**src/rtl/run_ctrl.sv**
```systemverilog
// Execution controller: run / single-step / halt sequencing for the processor,
// with a synchronized, debounced step button and a 32-bit executed-cycle count.
//
//  state | meaning
//  ------+--------------------------------------------------
//  IDLE  | processor stopped, waiting for run switch or step
//  RUN   | processor enabled every cycle while sw[0] is held
//  STEP  | processor enabled for exactly one cycle
//  HALT  | halt opcode executed; waits for sw[7] with sw[0]=0
module run_ctrl #(
  parameter int unsigned DEBOUNCE_CYCLES = 16,
  parameter logic [5:0]  HALT_OP         = 6'h3F
) (
  input  logic        sysclk,
  input  logic        rstd,
  input  logic [7:0]  sw,
  input  logic        btn_step,
  input  logic [5:0]  op,
  output logic        cpu_en,
  output logic [31:0] count,
  output logic        halted,
  output logic [1:0]  state
);

  localparam int unsigned DB_W = (DEBOUNCE_CYCLES > 2) ? $clog2(DEBOUNCE_CYCLES) : 1;
  localparam logic [DB_W-1:0] DB_LAST = DB_W'(DEBOUNCE_CYCLES - 1);

  typedef enum logic [1:0] {
    IDLE = 2'd0,
    RUN  = 2'd1,
    STEP = 2'd2,
    HALT = 2'd3
  } state_t;

  state_t          state_q, state_d;
  logic [1:0]      btn_sync;
  logic            btn_deb;
  logic [DB_W-1:0] db_cnt;
  logic            step_req;
  logic [31:0]     count_q;
  logic            run_sw, clr_cnt_sw, clr_halt_sw;
  logic            op_halt;
  logic            unused_sw;

  assign run_sw      = sw[0];
  assign clr_cnt_sw  = sw[6];
  assign clr_halt_sw = sw[7];
  assign unused_sw   = ^sw[5:1];
  assign op_halt     = (op == HALT_OP);

  // step_req fires on the same edge the debounced level rises
  always_ff @(posedge sysclk) begin
    if (rstd) begin
      btn_sync <= 2'b00;
      btn_deb  <= 1'b0;
      db_cnt   <= '0;
      step_req <= 1'b0;
    end else begin
      btn_sync <= {btn_sync[0], btn_step};
      step_req <= 1'b0;
      if (btn_sync[1] == btn_deb) begin
        db_cnt <= '0;
      end else if (db_cnt == DB_LAST) begin
        db_cnt   <= '0;
        btn_deb  <= btn_sync[1];
        step_req <= btn_sync[1];
      end else begin
        db_cnt <= db_cnt + 1'b1;
      end
    end
  end

  always_ff @(posedge sysclk) begin
    if (rstd) state_q <= IDLE;
    else      state_q <= state_d;
  end

  always_comb begin
    state_d = state_q;
    unique case (state_q)
      IDLE: begin
        if (run_sw)        state_d = RUN;
        else if (step_req) state_d = STEP;
      end
      RUN: begin
        if (op_halt)      state_d = HALT;
        else if (!run_sw) state_d = IDLE;
      end
      STEP: state_d = op_halt ? HALT : IDLE;
      HALT: begin
        if (clr_halt_sw && !run_sw) state_d = IDLE;
      end
      default: state_d = IDLE;
    endcase
  end

  always_comb begin
    cpu_en = (state_q == RUN) || (state_q == STEP);
    halted = (state_q == HALT);
  end

  always_ff @(posedge sysclk) begin
    if (rstd)                                 count_q <= '0;
    else if (cpu_en)                          count_q <= count_q + 32'd1;
    else if (state_q == IDLE && clr_cnt_sw)   count_q <= '0;
  end

  assign count = count_q;
  assign state = state_q;

endmodule

```
**config.mk**
```make
export PLATFORM = sky130hd
export DESIGN_NAME = run_ctrl
export DESIGN_NICKNAME = d
export VERILOG_FILES = /design/src/rtl/run_ctrl.sv
export SDC_FILE = /design/constraint.sdc
export NUM_CORES = 1
export LEC_CHECK = 0
export ABC_AREA = 0
export ABC_CLOCK_PERIOD_IN_PS = 2080
export BUFFER_PORTS_ARGS = -buffer_cell sky130_fd_sc_hd__buf_2
export CORE_MARGIN = 1.5
export CORE_UTILIZATION = 48
export CTS_CLUSTER_DIAMETER = 100
export DETAILED_ROUTE_END_ITERATION = 8
export PLACE_DENSITY = 0.76
export SLEW_MARGIN = 25
export SYNTH_ARGS = -nofsm -noshare
export SYNTH_HDL_FRONTEND = slang
export SYNTH_SLANG_ARGS = --single-unit
export TNS_END_PERCENT = 20
```
**constraint.sdc**
```tcl
create_clock -name sysclk -period 2.08 [get_ports sysclk]
set_input_delay 0.416 -clock sysclk [delete_from_list [all_inputs] [get_ports sysclk]]
set_output_delay 0.416 -clock sysclk [all_outputs]
set_load 0.01 [all_outputs]
```
Word-level counts from Yosys, hierarchy flattened
Cells that the tools add are included.
{ "word_totals": {"elab_cells": 38, "output_inout_bits": 36, "ff_bits": 42} }
{ "op_classes": {"add_sub_neg": 2, "muxes": 9, "eq_ne": 9, "n_reduce_logical": 10, "bitwise": 2} }
{ "op_table": {"columns": ["op", "n"], "rows": [
  ["32-bit 2-to-1 mux", 2],
  ["32-bit by 1-bit adder with 32-bit output (second input constant)", 1],
  ["2-bit 2-to-1 mux", 6],
  ["2-bit one-hot mux with 4 select lines", 1],
  ["6-bit equality test (second input constant)", 1],
  ["3-bit != test (second input constant)", 2],
  ["3-bit OR reduction", 2],
  ["4-bit by 1-bit adder with 4-bit output (second input constant)", 1],
  ["2-bit equality test (second input constant)", 2],
  ["4-bit equality test (second input constant)", 1],
  ["3-bit AND reduction", 1],
  ["2-bit by 1-bit equality test with 1-bit output (second input constant)", 1],
  ["1-bit logical AND", 2],
  ["2-bit logical NOT", 1],
  ["2-bit by 1-bit != test with 1-bit output (second input constant)", 1],
  ["1-bit NOT", 2],
  ["2-bit AND reduction", 1],
  ["2-bit nonzero test", 1],
  ["1-bit equality test", 1],
  ["1-bit logical NOT", 1],
  ["1-bit logical OR", 1]
]} }

Depth between registers and ports, before layout
{ "depth": {"word_depth": 4, "depth_mapped": 7, "ltp_nobuf": 6} }

Worst setup path after synthesis
No wires, ideal clock.
{ "synth_path": {"kind": "reg2reg", "from": "reg state_q[0], in the netlist state[0]", "to": "reg count_q[16], in the netlist count[16]", "required_time_ns": 2.009, "synth_period_minus_slack_ns": 2.215, "stages_incl_launch_ff": 7, "t_arrival_ns": 2.145, "setup_ns": 0.071, "path_slack_ns": -0.135, "n_path_buf": 0, "path_cell_list": "dfxtp_1 > inv_1 > ha_1 > nand2_1 > or4_2 > or3_1 > a21oi_1"} }
{ "synth_between": {"elab_chain_cells": 3} }
{ "synth_rtl": {"columns": ["element", "line_no", "text"], "rows": [
  ["start: declaration", "35", "state_t state_q, state_d;"],
  ["start signal: assignment", "75", "else state_q <= state_d;"],
  ["2-bit by 1-bit equality test with 1-bit output / 2-bit equality test (equally long branches)", "98", "cpu_en = (state_q == RUN) || (state_q == STEP);"],
  ["1-bit logical OR *", "98", null],
  ["via cpu_en", "19", "output logic cpu_en,"],
  ["32-bit 2-to-1 mux / 2-bit nonzero test (equally long branches)", null, null],
  ["end signal: assignment", "104", "else if (cpu_en) count_q <= count_q + 32'd1;"],
  ["end: declaration", "40", "logic [31:0] count_q;"]
]} }
Mark *: on every way through the listed nets, which the timed path passes. The rest lies on a longest branch.
A chain may end at the register's enable or synchronous reset.

Final worst setup path
{ "layout_path": {"from": "reg state_q[1], in the netlist state[1]", "to": "reg count_q[24], in the netlist count[24]"} }
{ "layout_between": {"elab_chain_cells": 3} }
{ "layout_rtl": {"columns": ["element", "line_no"], "rows": [
  ["2-bit by 1-bit equality test with 1-bit output, or another cell as far along", "98"],
  ["1-bit logical OR / 1-bit logical AND (equally long branches)", "98, 105"],
  ["32-bit 2-to-1 mux / 2-bit nonzero test (equally long branches)", null]
]} }
Several ways; a longest one is shown, not always the timed one.

==> qor.csv <==
stage;metric;value;unit
floorplan;ios;53;
timing;fin_hold_ws;0.3287;ns
clocking;postCtsSetupRepairBufs;0;
logic_synthesis;ys_ff_latch;42;
timing;slew_violations;0;
run;cap_violations;0;
timing;finClkSkew;0.007663;ns
critical_path;crit_fanout;8;
pwr;p_leak;1.123;nW
global_routing;grt_pass1_wl;8211;um
floorplan;chipWidth;69.59;um
clocking;cts_hold_buf;0;
timing;fin_ws;0.1031;ns
logic_synthesis;yosysSeqAreaShare;39.51;%
layout;drive_gt1_share;33.01;%
route;final_antenna_net_count;0;
timing;period_share;95.04;%
critical_path;crit_path_end_kind;register;
global_routing;grt_max_degree;37;
placed_design;place_hpwl;3514;um
worst_hold_path;hp-start;btn_step;
floorplan;num_rows;24;
timing;fmax;505.8;MHz
layout;most-common-layout-cells;47 x buf_2, 40 x dfxtp_1, 24 x nor2_1;
global_routing;grt_usage;20.73;%
global_routing;grt_pass1_vias;1953;
layout;area_growth;27.34;%
timing;post-route-min-period;1.977;ns
timing;tightest_slew;0.6007;ns
pwr;p_per_area;800.6;nW/um2
logic_synthesis;async_reset_ff_share;0;%
logic_synthesis;ys_types;42;
clocking;clock_path_buffers;2;
floorplan;die_h;69.59;um
logic_synthesis;synth_area;2128;um2
clocking;clkTransAtPathRegs;0.08;ns
pwr;intPower;1.565;mW
critical_path;cp-startpoint;state[1];
logic_synthesis;synth.avg_cell_area;8.547;um2
pwr;switching_share;27.87;%
layout;antennaDiodeCount;0;
floorplan;start_util;49.22;%
timing;setup_viol;0;
timing;hold_violations;0;
pwr;vdd.ir_drop.worst;0.5677;mV
global_routing;gr-total-overflow;0;
pwr;seqPwrFrac;39.0;%
clocking;numCtsBuffers;5;
route;firstDrtPassIters;5;
worst_hold_path;hold-path-cell-count;2;
clocking;cts.sinks;42;
route;vias_per_cell;5.764;
route;routed_wirelength;4860;um
critical_path;critPathArrivalTime;2.21;ns
logic_synthesis;yosys_warnings;0;
critical_path;reg2reg_from;state[1];
worst_hold_path;hp-class;input port to register;
clocking;cts-root-buf;clkbuf_8;
floorplan;core;4324;um2
timing;maxSlewHeadroom;59.95;%
critical_path;critPathRequiredTime;2.31;ns
pwr;p_switching;0.6047;mW
global_routing;antenna_found_initial;0;
critical_path;cp-start-kind;register;
pwr;pwr-share-comb;24.0;%
layout;fin_nets;333;
clocking;htreeDepth;2;
clocking;tritoncts;built;
placed_design;routabilityCongestion;0.8506;
placed_design;pre_cts_ws;0.05792;ns
critical_path;critical_path_class;register to register;
logic_synthesis;synth_cells;249;
timing;rsz0062_at_grt;true;
layout;layout_commonest_cell;buf_2;
route;wl_per_cell;13.35;um
logic_synthesis;synth_edf_count;0;
critical_path;reg2reg_depth;7;
route;drc_errors;0;
logic_synthesis;syn-num-nets;271;
logic_synthesis;synth_ff_type;dfxtp_1;
clocking;clk_latency;0.30;ns
route;drt_iter0_markers;144;
placed_design;io_buffers;47;
pwr;clockPowerShare;36.9;%
route;vias;2098;
floorplan;die-area;4842;um2
run_status;status;finished clean;
==> what timing repair did <==
item,in CTS,in global routing
gates resized for setup,0,4
hold endpoints to repair,0,0
setup endpoints to repair,0,6
==> worst paths after layout <==
check / to / slack (ns)
worst max-delay path: count[24] / 0.10
worst max register to register: count[24] / 0.10
worst min register to register: db_cnt[0] / 0.45
worst min-delay path: btn_sync[0] / 0.33
==> through the flow <==
step	utilization [%]	TNS [ns]	cell area (um2)	total power, mW	instances
after floorplan	-	0	2143	1.195	249
after global placement	59.00	0	2551	1.369	356
after detailed placement	59.00	0	2551	1.383	356
after CTS	62.30	0	2694	2.180	364
after global routing	62.67	-0.02136	2710	2.269	364
final	62.67	0	2710	2.170	364
==> area by class of cell <==
cell class                 instances  area [um2]
inverter                           6       22.52
sequential                        42       843.3
clock buffer                       6       82.58
clock inverter                     2       60.06
multi-input combinational        188        1244
tap                               52       65.06
timing repair buffer              68       392.9
fill                             381        1614
==> flip-flops by register name (all words and copies together) (netlist names) <==
name      flops
state         2
btn_sync      2
count        32
btn_deb       1
db_cnt        4
step_req      1
==> worst max-delay path, cell delays in order, from the launching register on <==
cell     delay (ns)
dfxtp_2        0.33
inv_1          0.07
ha_4           0.31
nand2_1        0.08
buf_4          0.17
or4_4          0.53
or3_1          0.31
a21oi_1        0.12
==> metal layers <==
| metal | vias up | wire length [um] | GRT usage, % |
|---|---|---|---|
| met5 | - | 0 | 0 |
| met4 | 0 | 78 | 8.932 |
| met3 | 7 | 215 | 5.233 |
| met2 | 48 | 2356 | 36.22 |
| met1 | 996 | 2209 | 23.90 |
| li1 | 1047 | - | - |
==> logic make-up (layout without fill, tap and decap cells) <==
kind of cell | Yosys count | in the layout | synth area share [%]
AOI/OAI and AO/OA | 45 | 45 | 13.76
DFF | 42 | 42 | 39.51
muxes | 14 | 14 | 7.290
buffers and inverters | 19 | 82 | 3.410
adders and majority gates | 5 | 5 | 2.939
and+or+nand+nor | 121 | 121 | 31.86
xor gates and xnor gates | 3 | 3 | 1.235
==> power groups by stage <==
stage | clock, mW | combinational (mW) | sequential, mW
detailed placement | 0 | 0.517 | 0.866
finish | 0.801 | 0.522 | 0.847
floorplan | 0 | 0.302 | 0.893
global placement | 0 | 0.504 | 0.865
global route | 0.845 | 0.573 | 0.851
CTS | 0.813 | 0.521 | 0.847
==> Yosys cell counts, drive strengths merged, types with 2 or more instances <==
master / number / area (um2)
buf: 2 / 7.510
a31oi: 2 / 12.51
a21oi: 19 / 95.09
and3: 4 / 25.02
o311ai: 3 / 26.28
nand4: 11 / 75.07
nor2b: 2 / 12.51
nor2: 24 / 90.09
nand2: 13 / 48.80
or2: 3 / 18.77
inv: 6 / 22.52
xnor2: 2 / 17.52
ha: 5 / 62.56
dfxtp: 42 / 840.8
o211ai: 9 / 67.56
or3: 8 / 51.30
nor3: 6 / 30.03
o21ai: 3 / 15.01
o21ba: 2 / 20.02
nor3b: 11 / 82.58
nand3: 17 / 85.08
and4: 2 / 17.52
or4: 7 / 55.06
nor4: 5 / 31.28
nand2b: 4 / 25.02
mux2i: 2 / 20.02
nand3b: 2 / 15.01
o31ai: 2 / 15.01
mux2: 12 / 135.1
clkbuf: 11 / 42.54
(Power assumes the default switching activity.)
